<file path="src/rtl/front_panel_pkg.sv">
// Shared types and speed codes for the front-panel controller.
// Speed codes match the clock controller's mode[2:0] encoding.
package front_panel_pkg;

  typedef enum logic {
    HALT = 1'b0,
    RUN  = 1'b1
  } state_e;

  localparam logic [2:0] SPEED_10HZ   = 3'd1;
  localparam logic [2:0] SPEED_100HZ  = 3'd2;
  localparam logic [2:0] SPEED_1KHZ   = 3'd3;
  localparam logic [2:0] SPEED_10KHZ  = 3'd4;
  localparam logic [2:0] SPEED_100KHZ = 3'd5;
  localparam logic [2:0] SPEED_1MHZ   = 3'd6;
  localparam logic [2:0] SPEED_TURBO  = 3'd7;

  localparam logic [2:0] SPEED_MIN = SPEED_10HZ;
  localparam logic [2:0] SPEED_MAX = SPEED_TURBO;

  localparam int BTN_STEP = 0;
  localparam int BTN_RUN  = 1;
  localparam int BTN_UP   = 2;
  localparam int BTN_DOWN = 3;
  localparam int NUM_BTN  = 4;

  // Opposing presses in one cycle cancel out.
  function automatic logic [2:0] speed_next(
    input logic [2:0] cur,
    input logic       up,
    input logic       dn
  );
    logic [2:0] nxt;
    nxt = cur;
    unique case (1'b1)
      (up && !dn && cur != SPEED_MAX): nxt = cur + 3'd1;
      (dn && !up && cur != SPEED_MIN): nxt = cur - 3'd1;
      default: nxt = cur;
    endcase
    return nxt;
  endfunction

endpackage

</file>
<file path="src/rtl/front_panel_ctrl_if.sv">
// Front-panel bundle: raw buttons in, clock-controller mode/step out.
// slave = controller side, master = panel/bench side.
interface front_panel_ctrl_if;
  logic       btn_step_raw;
  logic       btn_run_raw;
  logic       btn_up_raw;
  logic       btn_down_raw;
  logic [3:0] mode;
  logic       step;
  logic       run_led;

  modport master (
    output btn_step_raw, btn_run_raw,
    output btn_up_raw, btn_down_raw,
    input  mode, step, run_led
  );

  modport slave (
    input  btn_step_raw, btn_run_raw,
    input  btn_up_raw, btn_down_raw,
    output mode, step, run_led
  );
endinterface

</file>
<file path="src/rtl/button_debouncer.sv">
// 2-FF synchronizer, stability counter and rising-edge press pulse
// for one raw push-button.
module button_debouncer #(
  parameter int DEBOUNCE_CYCLES = 100000
) (
  input  logic clk,
  input  logic rst_n,
  input  logic raw,
  output logic level,
  output logic press
);

  localparam int CW = $clog2(DEBOUNCE_CYCLES);
  // Flip on the cycle the count would reach DEBOUNCE_CYCLES-1.
  localparam logic [CW-1:0] CNT_LAST = CW'(DEBOUNCE_CYCLES - 2);

  logic          r_sync0;
  logic          r_sync1;
  logic          r_level;
  logic          r_level_q;
  logic [CW-1:0] r_cnt;

  always_ff @(posedge clk or negedge rst_n) begin
    if (!rst_n) begin
      r_sync0   <= 1'b0;
      r_sync1   <= 1'b0;
      r_level   <= 1'b0;
      r_level_q <= 1'b0;
      r_cnt     <= '0;
    end else begin
      r_sync0   <= raw;
      r_sync1   <= r_sync0;
      r_level_q <= r_level;
      if (r_sync1 == r_level) begin
        r_cnt <= '0;
      end else if (r_cnt == CNT_LAST) begin
        r_level <= ~r_level;
        r_cnt   <= '0;
      end else begin
        r_cnt <= r_cnt + CW'(1);
      end
    end
  end

  assign level = r_level;
  assign press = r_level & ~r_level_q;

endmodule

</file>
<file path="src/rtl/front_panel_ctrl.sv">
// Front-panel conditioner: run/halt FSM, saturating speed register
// and re-armable step level for the CPU clock controller.
module front_panel_ctrl
  import front_panel_pkg::*;
#(
  parameter int         DEBOUNCE_CYCLES = 100000,
  parameter logic [2:0] RESET_SPEED     = SPEED_10HZ
) (
  input  logic              clk,
  input  logic              rst_n,
  front_panel_ctrl_if.slave bus
);

  logic [NUM_BTN-1:0] w_raw;
  logic [NUM_BTN-1:0] w_lvl;
  logic [NUM_BTN-1:0] w_prs;

  assign w_raw[BTN_STEP] = bus.btn_step_raw;
  assign w_raw[BTN_RUN]  = bus.btn_run_raw;
  assign w_raw[BTN_UP]   = bus.btn_up_raw;
  assign w_raw[BTN_DOWN] = bus.btn_down_raw;

  for (genvar i = 0; i < NUM_BTN; i++) begin : g_btn
    button_debouncer #(
      .DEBOUNCE_CYCLES(DEBOUNCE_CYCLES)
    ) u_deb (
      .clk  (clk),
      .rst_n(rst_n),
      .raw  (w_raw[i]),
      .level(w_lvl[i]),
      .press(w_prs[i])
    );
  end

  logic w_unused;
  assign w_unused = ^{w_lvl[BTN_DOWN:BTN_RUN], w_prs[BTN_STEP]};

  state_e     r_state;
  state_e     w_state_nxt;
  logic [2:0] r_speed;
  logic [2:0] w_speed_nxt;
  logic       r_armed;
  logic       w_armed_nxt;
  logic       r_step;
  logic       w_step_nxt;

  always_ff @(posedge clk or negedge rst_n) begin
    if (!rst_n) begin
      r_state <= HALT;
      r_speed <= RESET_SPEED;
      r_armed <= 1'b0;
      r_step  <= 1'b0;
    end else begin
      r_state <= w_state_nxt;
      r_speed <= w_speed_nxt;
      r_armed <= w_armed_nxt;
      r_step  <= w_step_nxt;
    end
  end

  always_comb begin
    w_state_nxt = r_state;
    w_speed_nxt = r_speed;
    w_armed_nxt = r_armed;
    w_step_nxt  = 1'b0;

    if (w_prs[BTN_RUN]) begin
      w_state_nxt = (r_state == HALT) ? RUN : HALT;
    end

    w_speed_nxt = speed_next(r_speed, w_prs[BTN_UP],
                             w_prs[BTN_DOWN]);

    // A button still held on halt entry must be released first.
    if (r_state == RUN && w_state_nxt == HALT) begin
      w_armed_nxt = ~w_lvl[BTN_STEP];
    end else if (!w_lvl[BTN_STEP]) begin
      w_armed_nxt = 1'b1;
    end

    w_step_nxt = w_lvl[BTN_STEP] & w_armed_nxt
               & (w_state_nxt == HALT);
  end

  assign bus.mode    = {r_state == RUN, r_speed};
  assign bus.run_led = (r_state == RUN);
  assign bus.step    = r_step;

endmodule

</file>
<file path="src/flat_wrapper.sv">
// flat-port wrapper written by rule: the top's interface ports become plain ports
module front_panel_ctrl_flat import front_panel_pkg::*;
#(
  parameter int         DEBOUNCE_CYCLES = 100000,
  parameter logic [2:0] RESET_SPEED     = SPEED_10HZ
)
  (clk, rst_n, bus_btn_step_raw, bus_btn_run_raw, bus_btn_up_raw, bus_btn_down_raw, bus_mode, bus_step, bus_run_led);
  front_panel_ctrl_if bus_i ();
  input  logic clk;
  input  logic rst_n;
  input wire logic [$bits(bus_i.btn_step_raw)-1:0] bus_btn_step_raw;
  input wire logic [$bits(bus_i.btn_run_raw)-1:0] bus_btn_run_raw;
  input wire logic [$bits(bus_i.btn_up_raw)-1:0] bus_btn_up_raw;
  input wire logic [$bits(bus_i.btn_down_raw)-1:0] bus_btn_down_raw;
  output wire logic [$bits(bus_i.mode)-1:0] bus_mode;
  output wire logic [$bits(bus_i.step)-1:0] bus_step;
  output wire logic [$bits(bus_i.run_led)-1:0] bus_run_led;
  assign bus_i.btn_step_raw = bus_btn_step_raw;
  assign bus_i.btn_run_raw = bus_btn_run_raw;
  assign bus_i.btn_up_raw = bus_btn_up_raw;
  assign bus_i.btn_down_raw = bus_btn_down_raw;
  assign bus_mode = bus_i.mode;
  assign bus_step = bus_i.step;
  assign bus_run_led = bus_i.run_led;
  front_panel_ctrl #(.DEBOUNCE_CYCLES(DEBOUNCE_CYCLES), .RESET_SPEED(RESET_SPEED)) u_core (.clk(clk), .rst_n(rst_n), .bus(bus_i));
endmodule
</file>
<file path="config.mk">
export PLATFORM = sky130hd
export DESIGN_NAME = front_panel_ctrl_flat
export DESIGN_NICKNAME = d
export VERILOG_FILES = /design/src/rtl/front_panel_pkg.sv /design/src/rtl/front_panel_ctrl_if.sv /design/src/rtl/button_debouncer.sv /design/src/rtl/front_panel_ctrl.sv /design/src/flat_wrapper.sv
export SDC_FILE = /design/constraint.sdc
export NUM_CORES = 1
export LEC_CHECK = 0
export BUFFER_PORTS_ARGS = -buffer_cell sky130_fd_sc_hd__buf_2
export CORE_MARGIN = 2
export CORE_UTILIZATION = 55
export CTS_CLUSTER_SIZE = 10
export DETAILED_ROUTE_END_ITERATION = 7
export PLACE_DENSITY = 0.72
export SLEW_MARGIN = 10
export SYNTH_ARGS = -nofsm -noshare
export SYNTH_HDL_FRONTEND = slang
export SYNTH_HIERARCHICAL = 1
export SYNTH_SLANG_ARGS = --single-unit
</file>
<file path="constraint.sdc">
create_clock -name clk -period 2.85 [get_ports clk]
set_input_delay 0.4275 -clock clk [delete_from_list [all_inputs] [get_ports clk]]
set_output_delay 0.4275 -clock clk [all_outputs]
set_load 0.005 [all_outputs]
</file>
==> reports/metrics.cfg, run 1 <==
[sta]
final.period_utilization_pct=75.4
finalSetupViolations=0
max_freq_ghz=0.465
finClkSkew_ns=0.00900
finalSetupTns_ns=0
tightest_slew_ns=0.515
post-route-min-period_ns=2.15
hold_viol=0
relSlewSlack_pct=65.6
maxSlewViolCount=0
rsz0062_at_grt=no

[flow_run]
drv_cap=0

[grt]
grt_max_degree=51
first_global_vias=2713
grt_usage_pct=18.2
grt_pass1_wl_mm=12.5
antenna_found_initial=0
overflow=0

[logic_synthesis]
syn-cell-area_sq_um=4310
avgSynthCellArea_sq_um=10.8
syn_inst=401
yosysWarningCount=6
syn_nets=420

[place]
port_buffers=11
gp_congestion=0.871
place_area_sq_um=4450
placed_cells=506
dp_hpwl_mm=4.91

[clock_network]
tritoncts=yes
cts.reportedPaths.clkPinSlew_ns=0.09
post-cts-setup-buffers=0
numCtsBuffers=9
clockBufferDepth=2
ctsHoldBuffers=0
cts_resized=0
clock_sinks=89
htree_levels=3
clock-root-buffer=clkbuf_8
clkLatencyLatePin_ns=0.35

[detailed_routing]
first_iter_violations=100
vias=2899
post_drt_wl_per_cell_um=14.0
ant_nets=0
drc=0
dr.pass1.iters=5
vias_per_cell=5.55
drt-total-wl_mm=7.29

[cells_and_area]
fin_area_sq_um=4660
drive_gt1_share_pct=11.2
nets=434
finalNonFillerCells=522
area_growth_pct=8.06
final_cell_mix=dfrtp_1 (88), nor2_1 (68), xor2_1 (32)
diodes=0
final_common_cell=dfrtp_1

[floorplan]
fp.coreArea_sq_um=7650
start_util_pct=56.4
die_height_um=92.6
rows=32
ioPinCount=12
die_area_sq_um=8570
fp.dieW_um=92.6

[power_and_ir_drop]
vdd_drop_max_mv=0.389
power.density_nw_per_um2=494
p_leak_nw=2.00

[worst_setup_path]
critPathLaunchType=flip-flop
path_max_fanout=7
critPathKind=flip-flop to flip-flop
end_kind=flip-flop
cp.required_ns=3.08
worstPathArrival_ns=2.38

[worst_hold_path]
hold_path_class=input pin to async pin

[run_status]
status=complete, no violations

-- final cells by class --
| class | count | area [sq um] |
|---|---|---|
| multi-input cells | 296 | 1990 |
| repair buffers | 12 | 77.6 |
| clock inverters | 6 | 82.6 |
| well taps | 102 | 128 |
| inverters | 7 | 26.3 |
| fillers | 652 | 2990 |
| flip-flops and latches | 89 | 2230 |
| clock buffers | 10 | 128 |
-- final timing paths --
check | cells past startpoint | slack, ns | end | start
worst max-delay path | 4 | 0.70 | u_core/g_btn[2].u_deb/level | u_core/g_btn[2].u_deb/r_cnt[5]
worst min-delay path | 1 | 0.05 | u_core/g_btn[1].u_deb/r_cnt[2] | rst_n
worst max register to register | 4 | 0.70 | u_core/g_btn[2].u_deb/level | u_core/g_btn[2].u_deb/r_cnt[5]
worst min register to register | 0 | 0.36 | u_core/g_btn[1].u_deb/r_sync1 | u_core/g_btn[1].u_deb/r_sync0
max in group asynchronous | 2 | 2.11 | u_core/r_speed[0] | rst_n
min in group clk | 1 | 0.18 | u_core/g_btn[1].u_deb/r_sync0 | bus_btn_run_raw
-- flip-flops by register name (all words and copies together) (netlist names) --
name                          flops
u_core/g_btn.u_deb/r_cnt         68
u_core/g_btn.u_deb/level          4
u_core/g_btn.u_deb/r_sync0        4
u_core/g_btn.u_deb/r_sync1        4
u_core/g_btn.u_deb/r_level_q      3
u_core/r_speed                    3
u_core/bus.run_led                1
u_core/bus.step                   1
u_core/r_armed                    1
-- stage by stage --
| stage | utilization, % | power (mW) | hold slack, ns | worst slack [ns] |
|---|---|---|---|---|
| global route | 61.0 | 2.39 | 0.0769 | 0.605 |
| floorplan | - | 1.37 | 0.132 | 0.820 |
| finish | 61.0 | 2.30 | 0.0499 | 0.701 |
| detailed placement | 58.2 | 1.41 | 0.340 | 0.718 |
| global placement | 58.2 | 1.41 | 0.336 | 0.732 |
| CTS | 61.0 | 2.33 | 0.0540 | 0.682 |
-- power by group --
part	leakage (nW)	internal (mW)	switching, mW
sequential	1.21	1.28	0.0200
clock	0.106	0.490	0.431
combinational	0.689	0.0243	0.0570
total	2.00	1.80	0.508
-- layer usage --
layer	wire [um]	GRT usage, %	vias to the layer above	part of all wire [%]
li1	-	-	1428	-
met1	3500	24.2	1425	48
met2	3490	29.4	40	48
met3	236	5.04	6	3.2
met4	68	4.98	0	0.93
met5	0	0	-	0
-- worst max-delay path: stages (launching register included) --
cell	delay, ns
dfrtp_1	0.45
or4_1	0.52
or4_4	0.52
nor2_1	0.19
mux2_2	0.36
(Power assumes the default switching activity.)
==> run 2: changes to the inputs <==
- clock period: 2.85 -> 2 ns (I/O delays scaled with it)
==> run 2 against run 1 <==
First-iteration DRC count grew 40%. Cell area grew 6.0%. Count of clock-buffer cells in the layout grew 1. Total power grew 47%. Critical path type unchanged.
==> reports/metrics.cfg, run 2 (synthesis gave the netlist of run 1 again) <==
[run_status]
status=complete, no violations

[worst_setup_path]
end_kind=flip-flop
worstPathCellList=or4_1 > or4_4 > nor2_4 > mux2_2
r2r_slack_ns=0.05
cp.required_ns=2.24
slowest_delay_ns=0.51
critPathLaunchType=flip-flop
worstPathArrival_ns=2.19
crit_path_top_delay_cell=or4_1
critPathKind=flip-flop to flip-flop
path_max_fanout=2

[detailed_routing]
post_drt_wl_per_cell_um=14.1
dr.pass1.iters=4
ant_nets=0
drt-total-wl_mm=7.67
vias=3027
first_iter_violations=140
drc=0
vias_per_cell=5.56

[power_and_ir_drop]
vdd_drop_max_mv=0.631
swShare_pct=21.7
p_leak_nw=2.14
power.density_nw_per_um2=684
sequentialPowerShare_pct=54.9
p_int_mw=2.65
combPwrFrac_pct=4.2
power_frac_clock_pct=40.9
power.switching_mw=0.732

[cells_and_area]
largest_register_ff_count=68
seq_area_sq_um=2230
utilization_pct=64.6
multi_input_area_sq_um=2030
top_register=u_core/g_btn.u_deb/r_cnt
final_cell_mix=dfrtp_1 (88), nor2_1 (64), xor2_1 (32)
final_common_cell=dfrtp_1
diodes=0
nets=457
drive_gt1_share_pct=16.5
area_growth_pct=14.6
fillCellCount=612

[sta]
hold_viol=0
max_freq_ghz=0.514
rsz0062_at_grt=no
post-route-min-period_ns=1.95
finalSetupTns_ns=0
tightest_slew_ns=0.438
finClkSkew_ns=0.0124
relSlewSlack_pct=70.6
finalSetupViolations=0
final.period_utilization_pct=97.3
maxSlewViolCount=0
hold_slack_ns=0.0457

[place]
gp_congestion=0.817
port_buffers=11
dp_hpwl_mm=5.39

[clock_network]
tritoncts=yes
clock_sinks=89
post-cts-setup-buffers=0
clkLatencyLatePin_ns=0.35
htree_levels=3
numCtsBuffers=9
cts.reportedPaths.clkPinSlew_ns=0.09
clock-root-buffer=clkbuf_8
clockBufferDepth=2

[floorplan]
start_util_pct=56.4
die_area_sq_um=8570
ioPinCount=12
fp.dieW_um=92.6
die_height_um=92.6
rows=32
fp.coreArea_sq_um=7650

[grt]
first_global_vias=3009
overflow=0
antenna_found_initial=0
grt_usage_pct=19.9
grt_max_degree=40
grt_pass1_wl_mm=13.6

[flow_run]
drv_cap=0

[worst_hold_path]
hold_path_class=input pin to flip-flop

[run 2: cell types whose count changed in the layout (fill, tap and decap cells not counted), moves of 3 or more]
cell	previous run	this run
nor2_4	0	4
nor2_1	68	64
buf_4	1	19
clkinv_2	3	0
buf_12	1	5
[run 2: per-stage QoR]
stage	cell area, sq um	instances	power (mW)	worst slack, ns
2_1_floorplan	4340	401	1.95	0.0558
3_3_place_gp	4700	528	2.03	0.0921
3_5_place_dp	4700	528	2.03	0.0521
4_1_cts	4930	544	3.42	0.0395
5_1_grt	4940	544	3.52	0.00152
6_report	4940	544	3.38	0.0547
[run 2: metal layers]
layer / up-vias / global-route usage, % / wire length [um] / share of wire, %
li1: 1476 / - / - / -
met1: 1503 / 25.3 / 3520 / 46
met2: 41 / 33.7 / 3830 / 50
met3: 7 / 5.21 / 241 / 3.1
met4: 0 / 5.60 / 80 / 1.0
met5: - / 0 / 0 / 0
[run 2: worst max-delay path, delay by kind of cell (launching register included)]
family / cells / cell delay [ns]
flip-flops: 1 / 0.39
multiplexers: 1 / 0.33
AND/OR/NAND/NOR: 3 / 1.12
[run 2: power by group through the flow]
stage                     combinational, mW  clock, mW  sequential [mW]
after global placement                0.139          0             1.89
after CTS                             0.147       1.42             1.85
after floorplan                      0.0682          0             1.88
after detailed placement              0.144          0             1.89
final                                 0.142       1.38             1.85
after global routing                  0.164       1.50             1.86
[run 2: area by class of cell]
class,count,area share [%]
clock inverters,4,1.54
flip-flops and latches,89,45.1
inverters,7,0.532
well taps,102,2.58
repair buffers,35,6.13
multi-input cells,296,41.1
clock buffers,11,3.06
[run 2: path summary, 6_finish.rpt]
check / startpoint / endpoint / cells past startpoint
max in group asynchronous: rst_n / u_core/r_armed / 3
worst min-delay path: bus_btn_run_raw / u_core/g_btn[1].u_deb/r_sync0 / 1
min in group asynchronous: rst_n / u_core/g_btn[2].u_deb/r_cnt[5] / 2
worst max register to register: u_core/g_btn[1].u_deb/r_cnt[13] / u_core/g_btn[1].u_deb/level / 4
worst max-delay path: u_core/g_btn[1].u_deb/r_cnt[13] / u_core/g_btn[1].u_deb/level / 4
worst min register to register: u_core/g_btn[1].u_deb/r_sync0 / u_core/g_btn[1].u_deb/r_sync1 / 0
[run 2: what timing repair did]
item	4_1_cts	5_1_grt
resized for setup	0	2
setup endpoints to repair	0	2
hold endpoints to repair	30	0
hold buffers	1	0
